**config.mk**
```make
export PLATFORM = sky130hd
export DESIGN_NAME = dds_sweep_ctrl
export DESIGN_NICKNAME = d
export VERILOG_FILES = /design/src/rtl/dds_sweep_ctrl.sv
export SDC_FILE = /design/constraint.sdc
export NUM_CORES = 1
export LEC_CHECK = 0
export ABC_AREA = 1
export BUFFER_PORTS_ARGS = -buffer_cell sky130_fd_sc_hd__buf_2
export CELL_PAD_IN_SITES_DETAIL_PLACEMENT = 2
export CELL_PAD_IN_SITES_GLOBAL_PLACEMENT = 2
export CORE_MARGIN = 4
export CORE_UTILIZATION = 33
export CTS_BUF_LIST = sky130_fd_sc_hd__clkbuf_8
export DETAILED_ROUTE_END_ITERATION = 12
export PLACE_DENSITY = 0.88
export SLEW_MARGIN = 0
export SYNTH_ARGS = -nofsm -noshare
export SYNTH_HDL_FRONTEND = slang
export SYNTH_SLANG_ARGS = --single-unit
```
**constraint.sdc**
```tcl
create_clock -name clk -period 4.98 [get_ports clk]
set_clock_uncertainty 0.05 [all_clocks]
set_input_delay 0.249 -clock clk [delete_from_list [all_inputs] [get_ports clk]]
set_output_delay 0.249 -clock clk [all_outputs]
set_load 0.005 [all_outputs]
```
**src/rtl/dds_sweep_ctrl.sv**
```systemverilog
// dds_sweep_ctrl: frequency-sweep scheduler in front of the DDS register
// write port. Steps a frequency word from f_start by f_step, holding each
// value for a programmed dwell, and shares the single DDS write port with a
// host register path (host first, sweep deferred by at most one cycle).
//
// Optional feature: define DDS_SWEEP_LOOP_EN to make the sweep repeat from
// f_start after every pass until stop (done pulses once per pass).
//
// Port handshake: the host presents host_wr/host_waddr/host_wdata; the write
// is taken on a rising edge where host_wr && host_ready, and it appears on
// wr/waddr/wdata in the following cycle. While host_ready is low the host
// keeps its request and its address/data stable.
module dds_sweep_ctrl #(
    parameter logic [15:0] FREQ_ADDR = 16'h0020,
    parameter int          DATA_W    = 16
) (
    input  logic              clk,
    input  logic              rst,
    input  logic              start,
    input  logic              stop,
    input  logic [DATA_W-1:0] f_start,
    input  logic [DATA_W-1:0] f_step,
    input  logic [15:0]       n_steps,
    input  logic [15:0]       dwell,
    input  logic              host_wr,
    input  logic [15:0]       host_waddr,
    input  logic [DATA_W-1:0] host_wdata,
    output logic              host_ready,
    output logic              wr,
    output logic [15:0]       waddr,
    output logic [DATA_W-1:0] wdata,
    output logic              busy,
    output logic              done,
    output logic [DATA_W-1:0] cur_freq
);

    typedef enum logic [1:0] {
        S_IDLE  = 2'd0,
        S_WRITE = 2'd1,
        S_DWELL = 2'd2
    } state_t;

    state_t              state_q, state_d;
    logic [DATA_W-1:0]   freq_q, freq_d;
    logic [DATA_W-1:0]   f_start_q, f_start_d;
    logic [DATA_W-1:0]   f_step_q, f_step_d;
    logic [DATA_W-1:0]   cur_freq_q, cur_freq_d;
    logic [DATA_W-1:0]   wdata_q, wdata_d;
    logic [15:0]         n_steps_q, n_steps_d;
    logic [15:0]         step_cnt_q, step_cnt_d;
    logic [15:0]         dwell_q, dwell_d;
    logic [15:0]         dwell_cnt_q, dwell_cnt_d;
    logic [15:0]         waddr_q, waddr_d;
    logic                wr_q, wr_d;
    logic                done_q, done_d;
    logic                defer_q, defer_d;

    logic                sweep_req;
    logic                sweep_grant;
    logic                host_grant;
    logic                last_step;

    // Port arbitration: host wins unless the sweep was already held off once.
    always_comb begin
        sweep_req   = (state_q == S_WRITE) && !stop;
        host_ready  = !(sweep_req && defer_q);
        host_grant  = host_wr && host_ready;
        sweep_grant = sweep_req && (!host_wr || defer_q);
        last_step   = (step_cnt_q == (n_steps_q - 16'd1));
    end

    // Next-state, sweep bookkeeping and write-port output selection.
    always_comb begin
        state_d     = state_q;
        freq_d      = freq_q;
        f_start_d   = f_start_q;
        f_step_d    = f_step_q;
        cur_freq_d  = cur_freq_q;
        n_steps_d   = n_steps_q;
        step_cnt_d  = step_cnt_q;
        dwell_d     = dwell_q;
        dwell_cnt_d = dwell_cnt_q;
        waddr_d     = waddr_q;
        wdata_d     = wdata_q;
        wr_d        = 1'b0;
        done_d      = 1'b0;
        // Remember that the host took the port while the sweep was waiting.
        defer_d     = sweep_req && host_grant;

        if (host_grant) begin
            wr_d    = 1'b1;
            waddr_d = host_waddr;
            wdata_d = host_wdata;
        end else if (sweep_grant) begin
            wr_d    = 1'b1;
            waddr_d = FREQ_ADDR;
            wdata_d = freq_q;
        end

        case (state_q)
            S_IDLE: begin
                if (start && !stop) begin
                    if (n_steps == 16'd0) begin
                        done_d = 1'b1;
                    end else begin
                        f_start_d  = f_start;
                        f_step_d   = f_step;
                        n_steps_d  = n_steps;
                        // A zero dwell behaves as a one-cycle hold.
                        dwell_d    = (dwell == 16'd0) ? 16'd1 : dwell;
                        freq_d     = f_start;
                        step_cnt_d = 16'd0;
                        state_d    = S_WRITE;
                    end
                end
            end
            S_WRITE: begin
                if (sweep_grant) begin
                    cur_freq_d  = freq_q;
                    dwell_cnt_d = dwell_q;
                    state_d     = S_DWELL;
                end
            end
            S_DWELL: begin
                if (dwell_cnt_q != 16'd0) begin
                    dwell_cnt_d = dwell_cnt_q - 16'd1;
                end
`ifdef DDS_SWEEP_LOOP_EN
                // Each pass ends by reloading f_start; the sweep never idles.
                if (dwell_cnt_q == 16'd1) begin
                    state_d = S_WRITE;
                    if (last_step) begin
                        done_d     = 1'b1;
                        freq_d     = f_start_q;
                        step_cnt_d = 16'd0;
                    end else begin
                        freq_d     = freq_q + f_step_q;
                        step_cnt_d = step_cnt_q + 16'd1;
                    end
                end
`else
                // Intermediate steps request the port as the dwell expires so
                // writes are dwell+1 apart; the last step lets the counter sit
                // at zero for one cycle before reporting completion.
                if ((dwell_cnt_q == 16'd1) && !last_step) begin
                    freq_d     = freq_q + f_step_q;
                    step_cnt_d = step_cnt_q + 16'd1;
                    state_d    = S_WRITE;
                end else if (dwell_cnt_q == 16'd0) begin
                    done_d  = 1'b1;
                    state_d = S_IDLE;
                end
`endif
            end
            default: begin
                state_d = S_IDLE;
            end
        endcase

        // Abort: back to idle, any pending sweep write is dropped, no done.
        if (stop) begin
            state_d = S_IDLE;
            done_d  = 1'b0;
        end
    end

    // State and output registers.
    always_ff @(posedge clk or posedge rst) begin
        if (rst) begin
            state_q     <= S_IDLE;
            freq_q      <= '0;
            f_start_q   <= '0;
            f_step_q    <= '0;
            cur_freq_q  <= '0;
            n_steps_q   <= '0;
            step_cnt_q  <= '0;
            dwell_q     <= '0;
            dwell_cnt_q <= '0;
            waddr_q     <= '0;
            wdata_q     <= '0;
            wr_q        <= 1'b0;
            done_q      <= 1'b0;
            defer_q     <= 1'b0;
        end else begin
            state_q     <= state_d;
            freq_q      <= freq_d;
            f_start_q   <= f_start_d;
            f_step_q    <= f_step_d;
            cur_freq_q  <= cur_freq_d;
            n_steps_q   <= n_steps_d;
            step_cnt_q  <= step_cnt_d;
            dwell_q     <= dwell_d;
            dwell_cnt_q <= dwell_cnt_d;
            waddr_q     <= waddr_d;
            wdata_q     <= wdata_d;
            wr_q        <= wr_d;
            done_q      <= done_d;
            defer_q     <= defer_d;
        end
    end

    assign wr       = wr_q;
    assign waddr    = waddr_q;
    assign wdata    = wdata_q;
    assign done     = done_q;
    assign cur_freq = cur_freq_q;
    assign busy     = (state_q != S_IDLE);

endmodule

```
==> summary.md <==
| Metric | Value |
|---|---|
| Run status | complete, no violations |
| Setup repair bufs after CTS | 0 |
| Worst EP arrival | 4.00 ns |
| CP max FO | 58 |
| Min Clock Period, post-route | 3.680 ns |
| Mapped Cells | 1,108 |
| Gr ovfl total | 0 |
| EDFF count, synth | 0 |
| Clk sinks | 149 |
| Longest Clk Path Bufs | 2 |
| IO Pins | 153 |
| WL/cell | 22.51 um |
| Share of power burned in registers | 35.5% |
| DRC Markers | 0 |
| H-Tree Depth | 4 |
| CTS root buffer | clkbuf_8 |
| Pleak | 5.512 nW |
| Setup tns final | 0 ns |
| Logic gate share of total power | 46.4% |
| Antenna violations before repair | 0 |
| Share of cells above drive strength 1 | 15.70% |
| Clock Power Share | 18.2% |
| Tcrit/Tclk final | 73.89% |
| Switch share | 49.29% |
| Vias in the first global route | 10,030 |
| Register bit total from synthesis | 149 |
| Gr busiest metal | met2 |
| Ys Warns | 0 |
| Die Y | 166.1 um |
| DR vias | 8,918 |
| 1st-iter DRT viols | 508 |
| TritonRoute pass-1 iters | 5 |
| Met2 Use GR | 48.31% |
| Crit end category | flip-flop |
| Pint | 2.903 mW |
| Antenna fix cells | 0 |
| Hold Violations, Final | 0 |
| Clk_lat worst skew | 0.50 ns |
| Synth-to-layout area growth | 27.18% |
| Die area | 0.02760 mm2 |
| Fmax | 0.2718 GHz |
| Met3 global-route usage | 4.142% |
| Placer Congestion | 0.8061 |
| Post-Layout Cell Count | 1,662 |
| RSZ-0062 raised after global routing | no |
| Worst vdd ir | 0.1751 mV |
| Unique masters post-synth | 45 |
| Initial Utilization | 33.74% |
| Switching pwr | 2.822 mW |
| Path type of the worst setup path | input port to flip-flop |
| Slew HR | 19.51% |
| Core Area | 0.02446 mm2 |
| Clk slew on worst S/H paths | 0.10 ns |
| Total Routing Usage GR | 27.06% |
| Mapped cell area | 0.008253 mm2 |
| CTS tree | built |
| Synth top area share | 45.18% |
| Min-delay worst type | input port to flip-flop |
| Max-Cap Viols | 0 |
| Worst EP required | 5.30 ns |
| Num CTS Buffers | 17 |
| PortBufs | 152 |
| Count leader, synth | nand2_1 |
| Via-to-Cell Ratio | 5.366 |
| Post-Route WL | 37,400 um |
| Sequential area share after synthesis | 45.18% |
| Worst slew pin tran | 1.206 ns |
| First-pass GRT wire length | 59,350 um |
| Final nets | 1,446 |
| Met1 usage | 33.15% |
| Min Hold Slack | 0.02594 ns |
| Detailed placer's ending HPWL | 20,960 um |
| P per Cell Area | 545.4 mW/mm2 |
| Setup crit start kind | input port |
| Avg Synthesized Cell Area | 7.448 um2 |
| Syn nets | 1,229 |
| Die Wd | 166.1 um |
| # setup viols final | 0 |
| Top cell type by total area after synthesis | dfrtp_1 |
| Top cells by area, synth | dfrtp_1 (45%), nand2_1 (20%), nand3_1 (5.4%), inv_1 (4.0%), nor2_1 (3.5%) |
| Slew Viols, Final | 0 |
| Asr flop ratio synth | 100.0% |
| Largest net degree at the start of global routing | 91 |
| Final core occ | 42.91% |
| Post-Place Cells | 1,550 |
| Post-DRT Antenna Nets | 0 |
| Row count | 57 |
| Primary FF master, synth | dfrtp_1 |
| Synth cell count leaders | nand2_1 (429), dfrtp_1 (149), nand3_1 (89) |
## cells by family (layout without fill, tap and decap cells)
kind of cell	count (synthesis)	after routing	share of synthesized area (%)
DFF	149	149	45.18
and+or+nand+nor	652	652	32.73
buffers and inverters	133	363	6.489
AOI/OAI and AO/OA	121	121	8.793
adders and majority gates	20	20	3.123
xor gates and xnor gates	33	33	3.684
## per-stage QoR
step / power [mW] / setup WS [ns] / cell area [um2]
after CTS: 5.460 / 1.458 / 10490
after global placement: 4.147 / 1.649 / 9300
after global routing: 6.114 / 1.082 / 10500
final: 5.725 / 1.300 / 10500
after floorplan: 3.522 / 0.6730 / 8253
after detailed placement: 4.330 / 1.506 / 9300
## final timing paths
kind                              start             end  slack, ns  cells past startpoint
hold reg to reg             dwell_q[10]     dwell_q[10]       0.43                      2
max in group asynchronous           rst    cur_freq[12]       3.08                      4
min in group asynchronous           rst    n_steps_q[3]       0.43                      3
hold / removal                  host_wr        waddr[5]       0.03                      2
setup reg to reg           n_steps_q[0]  step_cnt_q[11]       1.48                     14
setup / recovery             n_steps[1]      dwell_q[0]       1.30                     10
## timing repair
item	in CTS	in global routing
setup endpoints to repair	0	0
resized for setup	0	0
hold endpoints to repair	167	1
hold buffers	79	1
## final cells by class
cell class | instances | area [um2]
Fill cell | 2818 | 13970
Tap cell | 324 | 405.4
Inverter | 92 | 350.3
Sequential cell | 149 | 3729
Multi-Input combinational cell | 826 | 4003
Timing Repair Buffer | 239 | 1614
Clock buffer | 17 | 234.0
Clock inverter | 15 | 161.4
## metal layers
layer  vias up  wire length, um
met5         -                0
met4         0             1138
met3        72             1402
met2       262            19200
met1      4576            15660
li1       4008                -
## placed cells by master, fill, tap and decap left out, types with 19 or more instances in the layout
master,instances
inv_1,87
nand2_1,429
o21ai_0,55
dfrtp_1,149
nor2_1,76
dlygate4sd3_1,80
buf_2,152
nand3_1,89
a21oi_1,27
ha_1,19
xor2_1,23
## worst max-delay path, stage by stage
cell,delay (ns)
dlygate4sd3_1,0.54
buf_2,0.14
nor4_1,0.54
nand4_1,0.35
o21ai_0,0.50
nor2_4,0.04
buf_4,0.36
inv_1,0.81
buf_4,0.35
o21ai_0,0.11
## power by group through the flow
stage	clock network [mW]	logic (mW)	registers (mW)
after floorplan	0	1.63	1.89
after global placement	0	2.17	1.98
after detailed placement	0	2.33	2.00
after CTS	1.01	2.47	1.99
after global routing	1.10	2.94	2.08
final	1.04	2.65	2.03
No activity file was read; power rests on OpenSTA's default activity.
